===== src/rtl/prog_loader_pkg.sv =====
// Shared types for the program loader.
// Holds the loader state type and the HALT_WORD terminator.
package prog_loader_pkg;

  typedef enum logic [1:0] {
    IDLE = 2'd0,
    LOAD = 2'd1,
    DONE = 2'd2,
    ERR  = 2'd3
  } state_t;

  localparam logic [31:0] HALT_WORD = 32'hFFFF_FFFF;

endpackage


===== src/rtl/prog_loader_packer.sv =====
// Byte-to-word packer: shifts bytes in MSB-first, pulses word_valid
// for one cycle after the 4th byte. Ports: clk, rst, clr, accept,
// data -> word_valid, word.
module prog_loader_packer
  import prog_loader_pkg::*;
(
  input  logic        clk,
  input  logic        rst,
  input  logic        clr,
  input  logic        accept,
  input  logic [7:0]  data,
  output logic        word_valid,
  output logic [31:0] word
);

  logic [1:0] cnt;

  always_ff @(posedge clk or posedge rst) begin
    if (rst) begin
      cnt        <= '0;
      word       <= '0;
      word_valid <= 1'b0;
    end else if (clr) begin
      cnt        <= '0;
      word       <= '0;
      word_valid <= 1'b0;
    end else begin
      word_valid <= accept && (cnt == 2'd3);
      if (accept) begin
        word <= {word[23:0], data};
        // 2-bit counter wraps 3 -> 0, realigning on the next word
        cnt  <= cnt + 2'd1;
      end
    end
  end

endmodule


===== src/rtl/prog_loader.sv =====
// Streams program bytes into instruction RAM and holds the CPU in reset
// until the halt word is written.
// Ports: clk, rst, start, in_valid/in_data/in_ready (byte stream),
// mem_we/mem_addr/mem_wdata (RAM write), cpu_rst, done, error,
// word_count, checksum. Macro PROG_LOADER_CHECKSUM_EN enables the
// running checksum; otherwise checksum is tied to 0.
module prog_loader
  import prog_loader_pkg::*;
#(
  parameter int ADDR_W = 9
) (
  input  logic              clk,
  input  logic              rst,
  input  logic              start,
  input  logic              in_valid,
  input  logic [7:0]        in_data,
  output logic              in_ready,
  output logic              mem_we,
  output logic [ADDR_W-1:0] mem_addr,
  output logic [31:0]       mem_wdata,
  output logic              cpu_rst,
  output logic              done,
  output logic              error,
  output logic [ADDR_W:0]   word_count,
  output logic [31:0]       checksum
);

  localparam logic [ADDR_W-1:0] LAST = '1;

  state_t            state;
  logic [ADDR_W-1:0] addr;
  logic [ADDR_W:0]   wcnt;
  logic              wv;
  logic [31:0]       word;
  logic              arm;
  logic              is_halt;
  logic              accept;

  assign arm     = start && (state != LOAD);
  assign is_halt = (word == HALT_WORD);
  // drop ready during the halt write so no byte is taken after it
  assign in_ready = (state == LOAD) && !(wv && is_halt);
  assign accept   = in_valid && in_ready;

  prog_loader_packer u_packer (
    .clk        (clk),
    .rst        (rst),
    .clr        (arm),
    .accept     (accept),
    .data       (in_data),
    .word_valid (wv),
    .word       (word)
  );

  always_ff @(posedge clk or posedge rst) begin
    if (rst) begin
      state <= IDLE;
      addr  <= '0;
      wcnt  <= '0;
    end else if (arm) begin
      state <= LOAD;
      addr  <= '0;
      wcnt  <= '0;
    end else if (state == LOAD && wv) begin
      wcnt <= wcnt + 1'b1;
      if (is_halt)
        state <= DONE;
      else if (addr == LAST)
        state <= ERR;
      else
        addr <= addr + 1'b1;
    end
  end

`ifdef PROG_LOADER_CHECKSUM_EN
  logic [31:0] sum;

  always_ff @(posedge clk or posedge rst) begin
    if (rst)
      sum <= '0;
    else if (arm)
      sum <= '0;
    else if (wv)
      sum <= sum + word;
  end

  assign checksum = sum;
`else
  assign checksum = '0;
`endif

  assign mem_we     = wv;
  assign mem_addr   = addr;
  assign mem_wdata  = word;
  assign word_count = wcnt;
  assign done       = (state == DONE);
  assign error      = (state == ERR);
  // start out of DONE reasserts CPU reset in the same cycle
  assign cpu_rst    = (state != DONE) || start;

endmodule


===== config.mk =====
export PLATFORM = sky130hd
export DESIGN_NAME = prog_loader
export DESIGN_NICKNAME = d
export VERILOG_FILES = /design/src/rtl/prog_loader_pkg.sv /design/src/rtl/prog_loader_packer.sv /design/src/rtl/prog_loader.sv
export SDC_FILE = /design/constraint.sdc
export NUM_CORES = 1
export LEC_CHECK = 0
export CAP_MARGIN = 20
export CORE_MARGIN = 3
export CORE_UTILIZATION = 40
export DETAILED_ROUTE_END_ITERATION = 7
export PLACE_DENSITY = 0.76
export SETUP_SLACK_MARGIN = 0.2
export SYNTH_ARGS = -nofsm -noshare
export SYNTH_HDL_FRONTEND = slang
export SYNTH_SLANG_ARGS = --single-unit

===== constraint.sdc =====
create_clock -name clk -period 2.9 [get_ports clk]
set_clock_uncertainty 0.2 [all_clocks]
set_input_delay 0.87 -clock clk [delete_from_list [all_inputs] [get_ports clk]]
set_output_delay 0.87 -clock clk [all_outputs]
set_load 0.02 [all_outputs]

==> impl_metrics.env <==
export IMPL_ff2ff_path_depth=9
export IMPL_gp_congestion=0.775
export IMPL_numCtsBuffers=5
export IMPL_core_area_mm2=0.00653
export IMPL_outcome="complete, no violations"
export IMPL_design_area_mm2=0.00371
export IMPL_synth_ff_latch_count=56
export IMPL_critPathLaunchType="flip-flop"
export IMPL_syn_to_final_growth_pct=34.3
export IMPL_cts_max_path_buffers=2
export IMPL_synth_commonest_cells="56 x dfrtp_1, 32 x buf_4, 23 x a221o_1"
export IMPL_required_ns=1.83
export IMPL_p_per_area_mw_per_mm2=647
export IMPL_syn_area_per_cell_um2=11.3
export IMPL_ant_nets=0
export IMPL_leakage_nw=1.73
export IMPL_drv_slew=0
export IMPL_ys_top_cells_by_area="dfrtp_1 51%, buf_4 8.7%, a221o_1 8.3%, a22o_1 3.2%, nand2_1 2.9%"
export IMPL_finalCritPeriodShare_pct=91.9
export IMPL_period_needed_ns=2.67
export IMPL_synth_cell_types=34
export IMPL_route_detailed_drc=0
export IMPL_cts_hold_buf=0
export IMPL_regArea_mm2=0.00140
export IMPL_worst_pin_slew_ns=0.544
export IMPL_grt_max_degree=36
export IMPL_yosys_warnings=0
export IMPL_path_class="reg -> out"
export IMPL_ctsRootBufferMaster="clkbuf_8"
export IMPL_ff2ff_setup_slack_ns=0.53
export IMPL_die_h_um=89.1
export IMPL_synth_edf_count=0
export IMPL_hpwl_um=4440
export IMPL_cts_htree_levels=2
export IMPL_cts_tree="yes"
export IMPL_clock_sinks=56
export IMPL_syn_inst=245
export IMPL_via_per_inst=5.10
export IMPL_fillers=572
export IMPL_grt_pass1_wl_um=9700
export IMPL_min_from="word_count[9]$_DFFE_PP0P_"
export IMPL_postSynth_asyncResetShare_pct=100
export IMPL_finalNonFillerCells=419
export IMPL_ys_seq_area_share_pct=50.8
export IMPL_yosysMostFrequentCell="dfrtp_1"
export IMPL_regToRegStartpoint="mem_addr[0]$_DFFE_PP0P_"
export IMPL_maxSlewHeadroom_pct=63.7
export IMPL_hold_violations=0
export IMPL_multi_input_comb_area_mm2=0.00112
export IMPL_grt_pass1_vias=2049
export IMPL_clk_latency_ns=0.31
export IMPL_fin_util_pct=56.7
export IMPL_grt_usage_pct=15.7
export IMPL_ir_drop_mv=0.474
export IMPL_setup_violations=0
export IMPL_antenna_found_initial=0
export IMPL_drtPass1Iterations=4
export IMPL_port_buffers=67
export IMPL_design_die_area_mm2=0.00793
export IMPL_vias=2136
export IMPL_holdCritPathClass="reg -> reg"
export IMPL_rsz0062_at_grt="true"
export IMPL_detailed_place_area_mm2=0.00353
export IMPL_yosysTopAreaCell="dfrtp_1"
export IMPL_wirelength_um=6130
export IMPL_wl_per_cell_um=14.6
export IMPL_drive_gt1_share_pct=16.4
export IMPL_gr_total_overflow=0
export IMPL_start_util_pct=42.2
export IMPL_nets=357
export IMPL_ys_flop_type="dfrtp_1"
export IMPL_num_antenna_cells=0
export IMPL_arrival_ns=1.60
export IMPL_r2r_end="mem_addr[5]$_DFFE_PP0P_"
export IMPL_syn_area_mm2=0.00276
export IMPL_path_clk_slew_ns=0.11
export IMPL_synthDominantCellAreaShare_pct=50.8
export IMPL_dieWidth_um=89.1
export IMPL_rows=29
export IMPL_maxCapViolCount=0
export IMPL_min_path_cells=1
export IMPL_hold_end="word_count[9]$_DFFE_PP0P_"
export IMPL_drt_iter0_drc=118
export IMPL_dp_cells=403
export IMPL_endpoint_kind="output port"
export IMPL_cp_max_fo=2
export IMPL_final_setup_tns_ns=0
export IMPL_fmax_ghz=0.375
export IMPL_ios=100
[cells by family (layout without fill, tap and decap cells)]
kind of cell	count (synthesis)	in the layout	share of synthesized area, %
and+or+nand+nor	70	70	13.8
DFF	56	56	50.8
AOI/OAI and AO/OA	53	53	16.2
buffers and inverters	48	114	12.9
xor gates and xnor gates	8	8	2.54
muxes	5	5	1.81
adders and majority gates	4	4	1.81
other	1	32	0.136
[timing repair]
item,CTS,global route
pin swaps,3,1
resized for setup,8,3
buffers inserted,8,0
setup endpoints to repair,2,3
[how the worst max path moves through the flow]
stage / startpoint / endpoint / slack (ns) / cells after the start
floorplan: u_packer.word[5]$_DFFE_PP0P_ / in_ready / 0.40 / 4
global placement: start / cpu_rst / -0.23 / 4
detailed placement: start / cpu_rst / -0.26 / 4
CTS: start / cpu_rst / 0.16 / 4
global route: u_packer.word[4]$_DFFE_PP0P_ / in_ready / 0.12 / 5
finish: u_packer.word[1]$_DFFE_PP0P_ / in_ready / 0.23 / 5
[state kept, by name (all words and copies together) (netlist names)]
name / cells
u_packer.word: 32
word_count: 10
u_packer.word_valid: 1
u_packer.cnt: 2
state: 2
mem_addr: 9
[area by class of cell]
type	count	share of cell area [%]
Tap cell	77	2.60
Sequential cell	56	37.8
Timing Repair Buffer	103	26.0
Clock buffer	5	1.86
Multi-Input combinational cell	172	30.2
Inverter	3	0.304
Clock inverter	3	1.25
[power by group]
group	switching (W)	internal [W]	total (W)	leakage [nW]
combinational	0.000415	0.000402	0.000817	0.959
clock	0.000264	0.000262	0.000526	0.0600
sequential	0.000138	0.000918	0.00106	0.707
[placed cells by master, fill, tap and decap left out, drive strengths merged, types with 2 or more instances in the layout]
master / instances
or3: 2
xnor2: 2
a21oi: 5
a221o: 24
clkbuf: 5
nor2: 14
and3: 2
nor4: 2
nand2b: 2
nand3: 8
o21ai: 10
conb: 32
a22o: 10
nand4: 11
dfrtp: 56
nand2: 21
buf: 38
clkdlybuf4s50: 63
dlymetal6s2s: 2
and2: 6
inv: 4
ha: 4
xor2: 6
mux2i: 5
[through the flow]
stage,hold WS [ns],total power (W),setup slack [ns]
2_1_floorplan,0.277,0.00151,0.396
3_3_place_gp,0.285,0.00185,-0.225
3_5_place_dp,0.293,0.00187,-0.257
4_1_cts,0.309,0.00242,0.159
5_1_grt,0.337,0.00253,0.120
6_report,0.318,0.00240,0.234
[worst max-delay path: stages (launching register included)]
cell     delay, ns
dfrtp_1       0.37
nand4_1       0.18
nor4_4        0.30
and2_2        0.19
a21oi_1       0.07
buf_2         0.17
[routing by layer]
layer	track usage [%]	wire length, µm
met5	0	0
met4	3.38	31
met3	4.61	362
met2	25.0	3050
met1	21.3	2690
(Power assumes the default switching activity.)
